==> src/rtl/p23_divider_iter.sv <==
// p23_divider_iter: iterative restoring divider (radix 2^BITS_PER_CYCLE) with RISC-V special cases.
// Optional quotient/remainder reuse cache enabled by DIV_RESULT_CACHE_EN.
module p23_divider_iter #(
    parameter int XLEN           = 32,
    parameter int BITS_PER_CYCLE = 1
) (
    input  logic            clk,
    input  logic            reset,
    input  logic [XLEN-1:0] dividend,
    input  logic [XLEN-1:0] divisor,
    input  logic [1:0]      divop,
    input  logic            div_valid,
    output logic            div_ready,
    output logic [XLEN-1:0] div_result,
    output logic            div_by_zero_err,
    output logic            busy
);
    localparam int N  = XLEN / BITS_PER_CYCLE;
    localparam int CW = $clog2(N + 1);

    typedef enum logic [2:0] {IDLE, CALC, FIXUP, DONE, HOLD} state_t;
    state_t state, state_nxt;

    logic [CW-1:0]   cnt;
    logic [XLEN-1:0] quo, dsr, q_step, q_fin, r_fin, a_mag, b_mag, sp_q, sp_r;
    logic [XLEN:0]   rem, r_step;
    logic            q_neg, r_neg, is_rem, ge;
    logic            is_signed_in, zero_in, ovf_in, special_in, hit, accept;
    logic [XLEN-1:0] c_q_sel, c_r_sel;

    always_comb begin
        is_signed_in = ~divop[0];
        zero_in      = divisor == '0;
        ovf_in       = is_signed_in && dividend == {1'b1, {(XLEN-1){1'b0}}} && &divisor;
        special_in   = zero_in | ovf_in;
        accept       = state == IDLE && div_valid;
        a_mag        = (is_signed_in && dividend[XLEN-1]) ? -dividend : dividend;
        b_mag        = (is_signed_in && divisor[XLEN-1]) ? -divisor : divisor;
        sp_q         = zero_in ? '1 : dividend;
        sp_r         = zero_in ? dividend : '0;
        q_fin        = q_neg ? -quo : quo;
        r_fin        = r_neg ? -rem[XLEN-1:0] : rem[XLEN-1:0];
    end

    // Partial remainder is XLEN+1 bits wide so a MIN magnitude divides exactly.
    always_comb begin
        r_step = rem;
        q_step = quo;
        ge     = 1'b0;
        for (int i = 0; i < BITS_PER_CYCLE; i++) begin
            r_step = {r_step[XLEN-1:0], q_step[XLEN-1]};
            ge     = r_step >= {1'b0, dsr};
            r_step = ge ? r_step - {1'b0, dsr} : r_step;
            q_step = {q_step[XLEN-2:0], ge};
        end
    end

`ifdef DIV_RESULT_CACHE_EN
    logic            c_valid, c_signed, s_reg;
    logic [XLEN-1:0] c_dividend, c_divisor, c_q, c_r, a_reg, b_reg;

    always_comb begin
        hit     = c_valid && c_dividend == dividend && c_divisor == divisor && c_signed == is_signed_in;
        c_q_sel = c_q;
        c_r_sel = c_r;
    end

    always_ff @(posedge clk) begin
        if (accept) begin
            a_reg <= dividend;
            b_reg <= divisor;
            s_reg <= is_signed_in;
        end
        if (reset) begin
            c_valid <= 1'b0;
        end else if (accept && special_in) begin
            c_valid    <= 1'b1;
            c_dividend <= dividend;
            c_divisor  <= divisor;
            c_signed   <= is_signed_in;
            c_q        <= sp_q;
            c_r        <= sp_r;
        end else if (state == FIXUP) begin
            c_valid    <= 1'b1;
            c_dividend <= a_reg;
            c_divisor  <= b_reg;
            c_signed   <= s_reg;
            c_q        <= q_fin;
            c_r        <= r_fin;
        end
    end
`else
    always_comb begin
        hit     = 1'b0;
        c_q_sel = '0;
        c_r_sel = '0;
    end
`endif

    always_ff @(posedge clk) begin
        if (reset)
            state <= IDLE;
        else
            state <= state_nxt;
    end

    always_comb begin
        state_nxt = state;
        case (state)
            IDLE:    state_nxt = div_valid ? ((special_in || hit) ? DONE : CALC) : IDLE;
            CALC:    state_nxt = cnt == CW'(1) ? FIXUP : CALC;
            FIXUP:   state_nxt = DONE;
            DONE:    state_nxt = HOLD;
            HOLD:    state_nxt = div_valid ? HOLD : IDLE;
            default: state_nxt = IDLE;
        endcase
    end

    always_comb begin
        div_ready = state == DONE;
        busy      = state != IDLE;
    end

    always_ff @(posedge clk) begin
        if (accept) begin
            cnt    <= CW'(N);
            quo    <= a_mag;
            dsr    <= b_mag;
            rem    <= '0;
            q_neg  <= is_signed_in & (dividend[XLEN-1] ^ divisor[XLEN-1]);
            r_neg  <= is_signed_in & dividend[XLEN-1];
            is_rem <= divop[1];
        end else if (state == CALC) begin
            cnt <= cnt - 1'b1;
            quo <= q_step;
            rem <= r_step;
        end
    end

    always_ff @(posedge clk) begin
        if (reset) begin
            div_result      <= '0;
            div_by_zero_err <= 1'b0;
        end else if (accept) begin
            div_by_zero_err <= zero_in;
            if (special_in)
                div_result <= divop[1] ? sp_r : sp_q;
            else if (hit)
                div_result <= divop[1] ? c_r_sel : c_q_sel;
        end else if (state == FIXUP) begin
            div_result <= is_rem ? r_fin : q_fin;
        end
    end
endmodule

==> config.mk <==
export PLATFORM = sky130hd
export DESIGN_NAME = p23_divider_iter
export DESIGN_NICKNAME = d
export VERILOG_FILES = /design/src/rtl/p23_divider_iter.sv
export SDC_FILE = /design/constraint.sdc
export NUM_CORES = 1
export LEC_CHECK = 0
export BUFFER_PORTS_ARGS = -buffer_cell sky130_fd_sc_hd__buf_2
export CAP_MARGIN = 20
export CORE_ASPECT_RATIO = 1.5
export CORE_MARGIN = 4
export CORE_UTILIZATION = 55
export DETAILED_ROUTE_END_ITERATION = 8
export GPL_ROUTABILITY_DRIVEN = 0
export PLACE_DENSITY = 0.71
export REMOVE_ABC_BUFFERS = 1
export SKIP_LAST_GASP = 1
export SLEW_MARGIN = 20
export SYNTH_ARGS = -nofsm -noshare
export SYNTH_HDL_FRONTEND = slang
export SYNTH_SLANG_ARGS = --single-unit
==> constraint.sdc <==
create_clock -name clk -period 4.4 [get_ports clk]
set_input_delay 0.88 -clock clk [delete_from_list [all_inputs] [get_ports clk]]
set_output_delay 0.88 -clock clk [all_outputs]
set_load 0.01 [all_outputs]
-- Word-level counts from Yosys, hierarchy flattened
Cells that the tools add are included.
- flip-flop bits (word level): 141
- latch bits: 0
- bits in writable memories: 0
- memory bits (read-only): 0
- input port bits: 69
- output and inout bits: 35
- logic and storage cells: 60
- memories: 0
- add/sub/neg operators: 6
- multiply operators: 0
- div/mod/pow operators: 0
- magnitude comparators: 1
- equality and inequality tests: 7
- shift-type cells: 0
- muxes and demuxes: 19
- bitwise operators: 5
- reductions and logical operators: 12
- operator list (operator ; count):
    32-bit two-way mux ; 14
    32-bit negator ; 4
    33-bit by 32-bit greater-or-equal comparator with 1-bit output ; 1
    32-bit equality test, second input constant ; 1
    32-bit zero test ; 1
    32-bit AND reduction ; 1
    32-bit subtractor ; 1
    3-bit case mux with 5 select lines ; 1
    3-bit by 2-bit equality test with 1-bit output, second input constant ; 2
    6-bit by 1-bit equality test with 1-bit output, second input constant ; 1
    2-bit two-way mux ; 3
    6-bit by 1-bit subtractor with 6-bit output, second input constant ; 1
    1-bit logical AND ; 5
    2-bit nonzero test ; 2
    3-bit by 1-bit equality test with 1-bit output, second input constant ; 1
    3-bit equality test, second input constant ; 1
    3-bit zero test ; 1
    3-bit two-way mux ; 1
    3-bit nonzero test ; 1
    1-bit bitwise AND ; 2
    2-bit inequality test, second input constant ; 1
    2-bit AND reduction ; 1
    1-bit inverter ; 1
    1-bit OR ; 1
    1-bit XOR ; 1

-- Longest topological paths before layout
Gate-level depths: netlist (run 1).
- word-level depth: 7
- mapped depth: 14
- mapped depth without buffers: 12

-- Least setup slack after synthesis (run 1)
OpenSTA, ideal clock, no wires.
- kind: input-to-reg
- start point: input divisor[8]
- end point: register div_result[28]
- library setup time: 137 ps
- arrival time: 3237 ps
- required time: 4263 ps
- slack: 1026 ps
- stages on the path: 11
- path buffers: 2
- path through: or4_4 -> or4_4 -> nor4_4 -> and3_1 -> buf_6 -> a21o_4 -> o2bb2ai_4 -> buf_6 -> nor3b_1 -> a31oi_1 -> o41ai_1
- cells in the longest elaborated chain, start to end: 5
- elaborated cells between the ends (all ways): 11
- those cells by class: eq/ne: 1; mux: 5; bitwise: 1; reduce/logical: 4
- ends and longest elaborated chain (element ; line ; text):
    from (decl) ; 10 ; input logic [XLEN-1:0] divisor,
    32-bit zero test or 32-bit AND reduction (tied branches) ; 33, 34 ;
    32-bit two-way mux, or another cell as far along ; 39 ; sp_q = zero_in ? '1 : dividend;
    32-bit two-way mux or 1-bit OR (tied branches) ; 147, 35 ;
    32-bit two-way mux or 2-bit inequality test (tied branches) ; -- ;
    32-bit two-way mux or 2-bit AND reduction (tied branches) ; -- ;
    to (signal assigned) ; 147 ; div_result <= divop[1] ? sp_r : sp_q;
    to (signal assigned) ; 149 ; div_result <= divop[1] ? c_r_sel : c_q_sel;
    to (signal assigned) ; 151 ; div_result <= is_rem ? r_fin : q_fin;
    to (decl) ; 14 ; output logic [XLEN-1:0] div_result,
Several ways; a longest one is shown, not always the timed one. The select of a mux whose other input is x is not followed.
A chain may end at the register's enable or synchronous reset.

-- Worst setup path after layout (run 1)
- start point: register dsr[1]
- end point: register rem[25]
- cells in the longest elaborated chain, start to end: 2
- elaborated cells between the ends (all ways): 3
- those cells by class: add/sub: 1; order compare: 1; mux: 1
- ends and longest elaborated chain (element ; line ; text):
    from (decl) ; 25 ; logic [XLEN-1:0] quo, dsr, q_step, q_fin, r_fin, a_mag, b_mag, sp_q, sp_r;
    from (signal assigned) ; 128 ; dsr <= b_mag;
    32-bit subtractor or 33-bit by 32-bit greater-or-equal comparator with 1-bit output (tied branches) ; 53, 52 ;
    32-bit two-way mux (*) ; 53 ; r_step = ge ? r_step - {1'b0, dsr} : r_step;
    to (signal assigned) ; 136 ; rem <= r_step;
    to (decl) ; 26 ; logic [XLEN:0] rem, r_step;
Every way passes the cells marked *; elsewhere a longest branch is shown, timed or not.

==> run_results.csv, run 1 <==
group,metric,value,unit
setup_path,reg2reg_from,"dsr[1]",
placement,io_buffers,103,
final_layout,antenna_cells_inserted,0,
detailed_routing,post-route-drc-count,0,
setup_path,regToRegSetupSlack,0.62,ns
sta,drv_slew,0,
run,max_cap_viol_count,0,
detailed_routing,ant_nets,0,
logic_synthesis,ys_ff_latch,141,
grt,grt_overflow_total,0,
clock_tree,clk_pin_slew_worst_paths,0.06,ns
final_layout,finalNonFillerCells,1663,
grt,grt_use_total,28.1,%
setup_path,worstPathArrival,4.12,ns
logic_synthesis,synth.top_cells.by_area,"edfxtp_1 19%, dfxtp_1 14%, xnor2_1 6.7%, nand2_1 5.3%, xor2_1 5.2%",
pwr,powerDensity,570,mW/mm2
sta,timing.fmax,265,MHz
pwr,ir_drop,0.308,mV
setup_path,required,4.74,ns
grt,grtUsageMet1,34.5,%
setup_path,worst_r2r_path_depth,14,
detailed_routing,dr.pass1.iters,5,
setup_path,critPathKind,"flip-flop to flip-flop",
logic_synthesis,synth.most_common_cell,"nand2_1",
logic_synthesis,ys.flop_type,"dfxtp_1",
sta,period_needed,3.78,ns
floorplanning,ioPinCount,104,
final_layout,fill_cells,1774,
setup_path,cp-start-kind,"flip-flop",
min_path,holdCritPathClass,"flip-flop to flip-flop",
pwr,p_total,0.00691,W
setup_path,cp_max_fo,15,
placement,dp_cells,1631,
grt,gr-max-usage-layer,"met2",
setup_path,endpoint,"rem[25]",
clock_tree,numCtsBuffers,17,
setup_path,cp-end-kind,"flip-flop",
clock_tree,cts_root_buf,"clkbuf_16",
sta,setup_tns,0,ns
grt,grt_max_degree,62,
clock_tree,post_cts_buffers,0,
floorplanning,die_h,180,um
placement,dpl.hpwl,23000,um
floorplanning,start_util,56.1,%
floorplanning,fp.dieW,122,um
grt,grt_pass1_vias,9683,
logic_synthesis,syn-cell-area,0.0108,mm2
logic_synthesis,synth_top_area_share,18.7,%
logic_synthesis,synth_edf_count,67,
logic_synthesis,yosysWarnings,0,
floorplanning,dieArea,0.0220,mm2
pwr,p_leak,4.82,nW
final_layout,syn_to_final_growth,12.3,%
logic_synthesis,synth_cell_types,68,
sta,relSlewSlack,36.8,%
logic_synthesis,synth_top_area_cell,"edfxtp_1",
detailed_routing,wl_per_cell,18.5,um
grt,antenna_found_initial,0,
final_layout,drive_gt1_share,13.4,%
final_layout,nNetsFinal,1503,
detailed_routing,drt_iter0_markers,668,
floorplanning,core,0.0192,mm2
clock_tree,ctsHoldBuffers,0,
clock_tree,ctsResizeCount,0,
logic_synthesis,synth_area_per_cell,8.16,um2
sta,hold_viol,0,
clock_tree,tritoncts,"done",
logic_synthesis,yosysSeqAreaShare,32.4,%
sta,rsz0062_at_grt,"false",
setup_path,startpoint,"dsr[1]",
final_layout,final_util,62.9,%
logic_synthesis,syn_inst,1322,
detailed_routing,viasPerCell,6.04,
clock_tree,cts_max_level,4,
clock_tree,cts_buffer_depth,2,
detailed_routing,vias,10000,
detailed_routing,drt_wl_total,30700,um
sta,fin_crit_sh,85.8,%
sta,hold_ws,0.451,ns
outcome,outcome,"complete, no violations",
sta,setup_viol,0,
setup_path,rr_endpoint,"rem[25]",
logic_synthesis,yosys-top-cells-count,"151 x nand2_1, 109 x o21ai_0, 108 x nor2_1, 105 x a21oi_1, 83 x xnor2_1",
grt,grt_use_met3,4.06,%
grt,grt_first_pass_wirelength,49600,um
clock_tree,clock_latency,0.43,ns
floorplanning,fp-row-count,62,
clock_tree,clock_sinks,141,
sta,worst_pin_slew,0.948,ns
sta,fin_skew,0.00811,ns
grt,met2_usage,48.3,%
logic_synthesis,async_reset_ff_share,0,%
==> state kept, by name, indices dropped and copies added, names as in the netlist <==
| register | cells |
|---|---|
| quo | 32 |
| rem | 32 |
| r_neg | 1 |
| div_by_zero_err | 1 |
| cnt | 6 |
| state | 3 |
| is_rem | 1 |
| div_result | 32 |
| dsr | 32 |
| q_neg | 1 |
==> report_power, final <==
part / switching (W) / leakage [nW] / internal (W) / total (W)
combinational: 0.00195 / 3.26 / 0.00135 / 0.00330
sequential: 0.000379 / 1.26 / 0.00166 / 0.00204
clock: 0.000566 / 0.305 / 0.000993 / 0.00156
total: 0.00290 / 4.82 / 0.00401 / 0.00691
==> area by class of cell <==
class	count	area [um2]	share of cell area [%]
inverter	63	236	1.95
multi-input combinational	1041	6710	55.4
clock buffer	17	425	3.51
clock inverter	15	201	1.66
tap	256	320	2.65
sequential	141	3490	28.9
timing repair buffer	130	718	5.93
==> worst min path at each step <==
stage | start | endpoint | slack, ns | cells past startpoint
detailed placement | div_result[18] | div_result[18] | 0.44 | 2
CTS | div_result[25] | div_result[25] | 0.45 | 2
finish | div_result[22] | div_result[22] | 0.45 | 2
floorplan | cnt[5] | cnt[5] | 0.47 | 2
global placement | div_result[25] | div_result[25] | 0.44 | 2
global route | div_result[18] | div_result[18] | 0.47 | 2
==> cells by family after synthesis <==
kind of cell,Yosys count,synth area share (%)
adders and majority gates,61,6.66
DFF,141,32.4
AOI/OAI and AO/OA,393,23.5
xor gates and xnor gates,147,11.9
buffers and inverters,140,5.49
muxes,13,1.21
and+or+nand+nor,427,18.8
==> cell usage in the layout, fill, tap and decap left out, types with 18 or more instances in the layout <==
cell,netlist,final
a21oi_1,105,105
nor2_1,108,108
xor2_1,64,64
xnor2_1,83,83
o31ai_1,21,21
o21ai_0,109,109
inv_1,63,62
buf_4,3,27
o211ai_1,22,22
ha_1,39,39
edfxtp_1,67,67
nor3_1,32,31
buf_2,2,103
nand2_1,151,150
a31oi_1,18,18
maj3_1,21,21
nand3_1,18,18
dfxtp_1,74,74
==> metal layers <==
metal	share of wire (%)	routed length, um
met1	41	12700
met2	50	15200
met3	5.0	1530
met4	4.0	1240
met5	0	0
==> worst max-delay path: stages (launching register included) <==
cell and delay (ns):
edfxtp_1 0.42, inv_1 0.06, ha_1 0.28, nor2b_1 0.18
o2111ai_1 0.20, a311oi_1 0.45, and3b_1 0.29, nor4_1 0.40
buf_4 0.20, o211ai_1 0.18, buf_4 0.25, nand2_1 0.09
buf_4 0.24, nand2_1 0.21, o21ai_0 0.23
==> stage by stage <==
step | setup slack (ns) | area, um2
after floorplan | -2.06 | 10400
after global placement | 0.463 | 11500
after detailed placement | 0.453 | 11500
after CTS | 0.669 | 12100
after global routing | 0.419 | 12100
final | 0.624 | 12100
(Power assumes the default switching activity.)
==> inputs of run 2 (changes only) <==
PLACE_DENSITY = 0.74   (was 0.71)
clock period = 3.3 ns   (was 4.4 ns; I/O delays follow)
==> run 2 against run 1 <==
Compared with the run above: maximum frequency rose by 17%; clock skew barely moved; critical endpoint is now rem[26]; sequential power rose by 24%; worst setup slack got worse by 0.55 ns; register-to-register slack got worse by 0.55 ns; power rose by 43%; die area did not move; design area rose by 6.2%.
==> run_results.csv, run 2 (synthesis results as in run 1) <==
group,metric,value,unit
final_layout,layout_commonest_cell,"nand2_1",
final_layout,syn_to_final_growth,19.2,%
setup_path,startpoint,"dsr[21]",
setup_path,worstPathArrival,3.54,ns
setup_path,required,3.62,ns
detailed_routing,viasPerCell,6.05,
min_path,holdCritStartpoint,"div_result[24]",
clock_tree,clk_pin_slew_worst_paths,0.06,ns
final_layout,layout_common_cells,"150 x nand2_1, 108 x nor2_1, 108 x o21ai_0",
setup_path,cp-end-kind,"flip-flop",
final_layout,antenna_cells_inserted,0,
detailed_routing,drt_iter0_markers,707,
sta,timing.fmax,310,MHz
setup_path,worst_r2r_path_depth,11,
grt,antenna_found_initial,0,
setup_path,cp_max_fo,6,
clock_tree,post_cts_buffers,0,
min_path,holdPathEnd,"div_result[24]",
clock_tree,tritoncts,"done",
clock_tree,ctsHoldBuffers,0,
sta,fin_skew,0.00826,ns
placement,io_buffers,103,
sta,hold_viol,0,
floorplanning,fp-row-count,62,
grt,grt_overflow_total,0,
final_layout,drive_gt1_share,18.9,%
detailed_routing,ant_nets,0,
floorplanning,ioPinCount,104,
clock_tree,clock_latency,0.44,ns
pwr,ir_drop,0.449,mV
clock_tree,numCtsBuffers,17,
detailed_routing,drt_wl_total,32300,um
floorplanning,fp.dieW,122,um
setup_path,cpMostUsedCell,"o21ai_0",
min_path,hold_depth,2,
detailed_routing,wl_per_cell,18.5,um
clock_tree,cts_buffer_depth,2,
setup_path,cp_slowest_cell,"nor4_1",
final_layout,fin_area,0.0129,mm2
floorplanning,dieArea,0.0220,mm2
final_layout,fill_cells,1688,
placement,pre_cts_ws,-0.0591,ns
detailed_routing,vias,10500,
setup_path,regToRegSetupSlack,0.07,ns
setup_path,critPathKind,"flip-flop to flip-flop",
grt,grt_first_pass_wirelength,51300,um
grt,grt_pass1_vias,10400,
floorplanning,core,0.0192,mm2
detailed_routing,dr.pass1.iters,5,
final_layout,nNetsFinal,1584,
placement,dpl.hpwl,24200,um
sta,rsz0062_at_grt,"true",
sta,worst_pin_slew,0.842,ns
grt,grt_use_total,29.1,%
min_path,holdCritPathClass,"flip-flop to flip-flop",
sta,setup_viol,0,
floorplanning,start_util,56.1,%
sta,fin_ws,0.0720,ns
setup_path,reg2reg_from,"dsr[21]",
outcome,outcome,"complete, no violations",
clock_tree,cts_root_buf,"clkbuf_16",
pwr,p_total,0.00989,W
grt,grt_max_degree,85,
sta,fin_crit_sh,97.8,%
run,max_cap_viol_count,0,
setup_path,rr_endpoint,"rem[26]",
sta,period_needed,3.23,ns
sta,drv_slew,0,
clock_tree,clock_sinks,141,
floorplanning,die_h,180,um
setup_path,max_stage_delay,0.73,ns
setup_path,cp-start-kind,"flip-flop",
placement,placed_area,0.0122,mm2
pwr,p_leak,5.28,nW
pwr,powerDensity,769,mW/mm2
sta,relSlewSlack,43.9,%
detailed_routing,post-route-drc-count,0,
clock_tree,cts_max_level,4,
setup_path,path_cells,"inv_1 > ha_1 > nand4_1 > nor4_1 > a31oi_1 > o21ai_0 > a211oi_2 > and2_2 > buf_4 > a32oi_1 > o21ai_0",
-- run 2: final cells by class --
type	instances	area (um2)	share of cell area, %
multi-input cells	1041	6750	52.5
flip-flops and latches	141	3490	27.2
repair buffers	211	1400	10.9
clock buffers	26	597	4.64
well taps	256	320	2.49
inverters	63	236	1.84
clock inverters	6	58.8	0.457
-- run 2: stage by stage --
step	setup TNS [ns]	std cells	utilization (%)	hold WS, ns
finish	0	1744	66.9	0.449
global route	-0.602	1744	66.9	0.478
CTS	0	1744	66.7	0.452
detailed placement	-0.398	1712	63.2	0.444
global placement	-0.0892	1712	63.2	0.440
floorplan	-232.10	1245	-	0.466
-- run 2: metal layers --
layer / vias up / global-route usage (%) / wire [um]
met5: - / 0 / 0
met4: 0 / 16.1 / 1650
met3: 99 / 4.03 / 1730
met2: 405 / 50.4 / 16200
met1: 4946 / 34.0 / 12700
li1: 5093 / - / -
-- run 2: worst max-delay path by stage --
| stage | to | slack [ns] | cells after the start |
|---|---|---|---|
| after global placement | div_result[2] | -0.03 | 11 |
| final | rem[26] | 0.07 | 11 |
| after floorplan | quo[0] | -2.94 | 5 |
| after detailed placement | div_result[31] | -0.06 | 10 |
| after CTS | rem[30] | 0.06 | 13 |
| after global routing | rem[27] | -0.11 | 14 |
-- run 2: power by group --
part	total (W)	switching (W)	internal [W]
combinational	0.00525	0.00295	0.00230
sequential	0.00253	0.000315	0.00222
clock	0.00211	0.000777	0.00133
-- run 2: what timing repair did --
action,in CTS,in global routing
endpoints found under the setup margin,2,33
resized for setup,1,11
pin swaps,0,2
-- run 2: critical path: cells and delay by family (launching register included) --
family          cells  cell delay (ns)
compound gates      5             0.86
buf+inv             2             0.21
flops               1             0.35
simple gates        3             1.31
fa+ha+maj           1             0.37
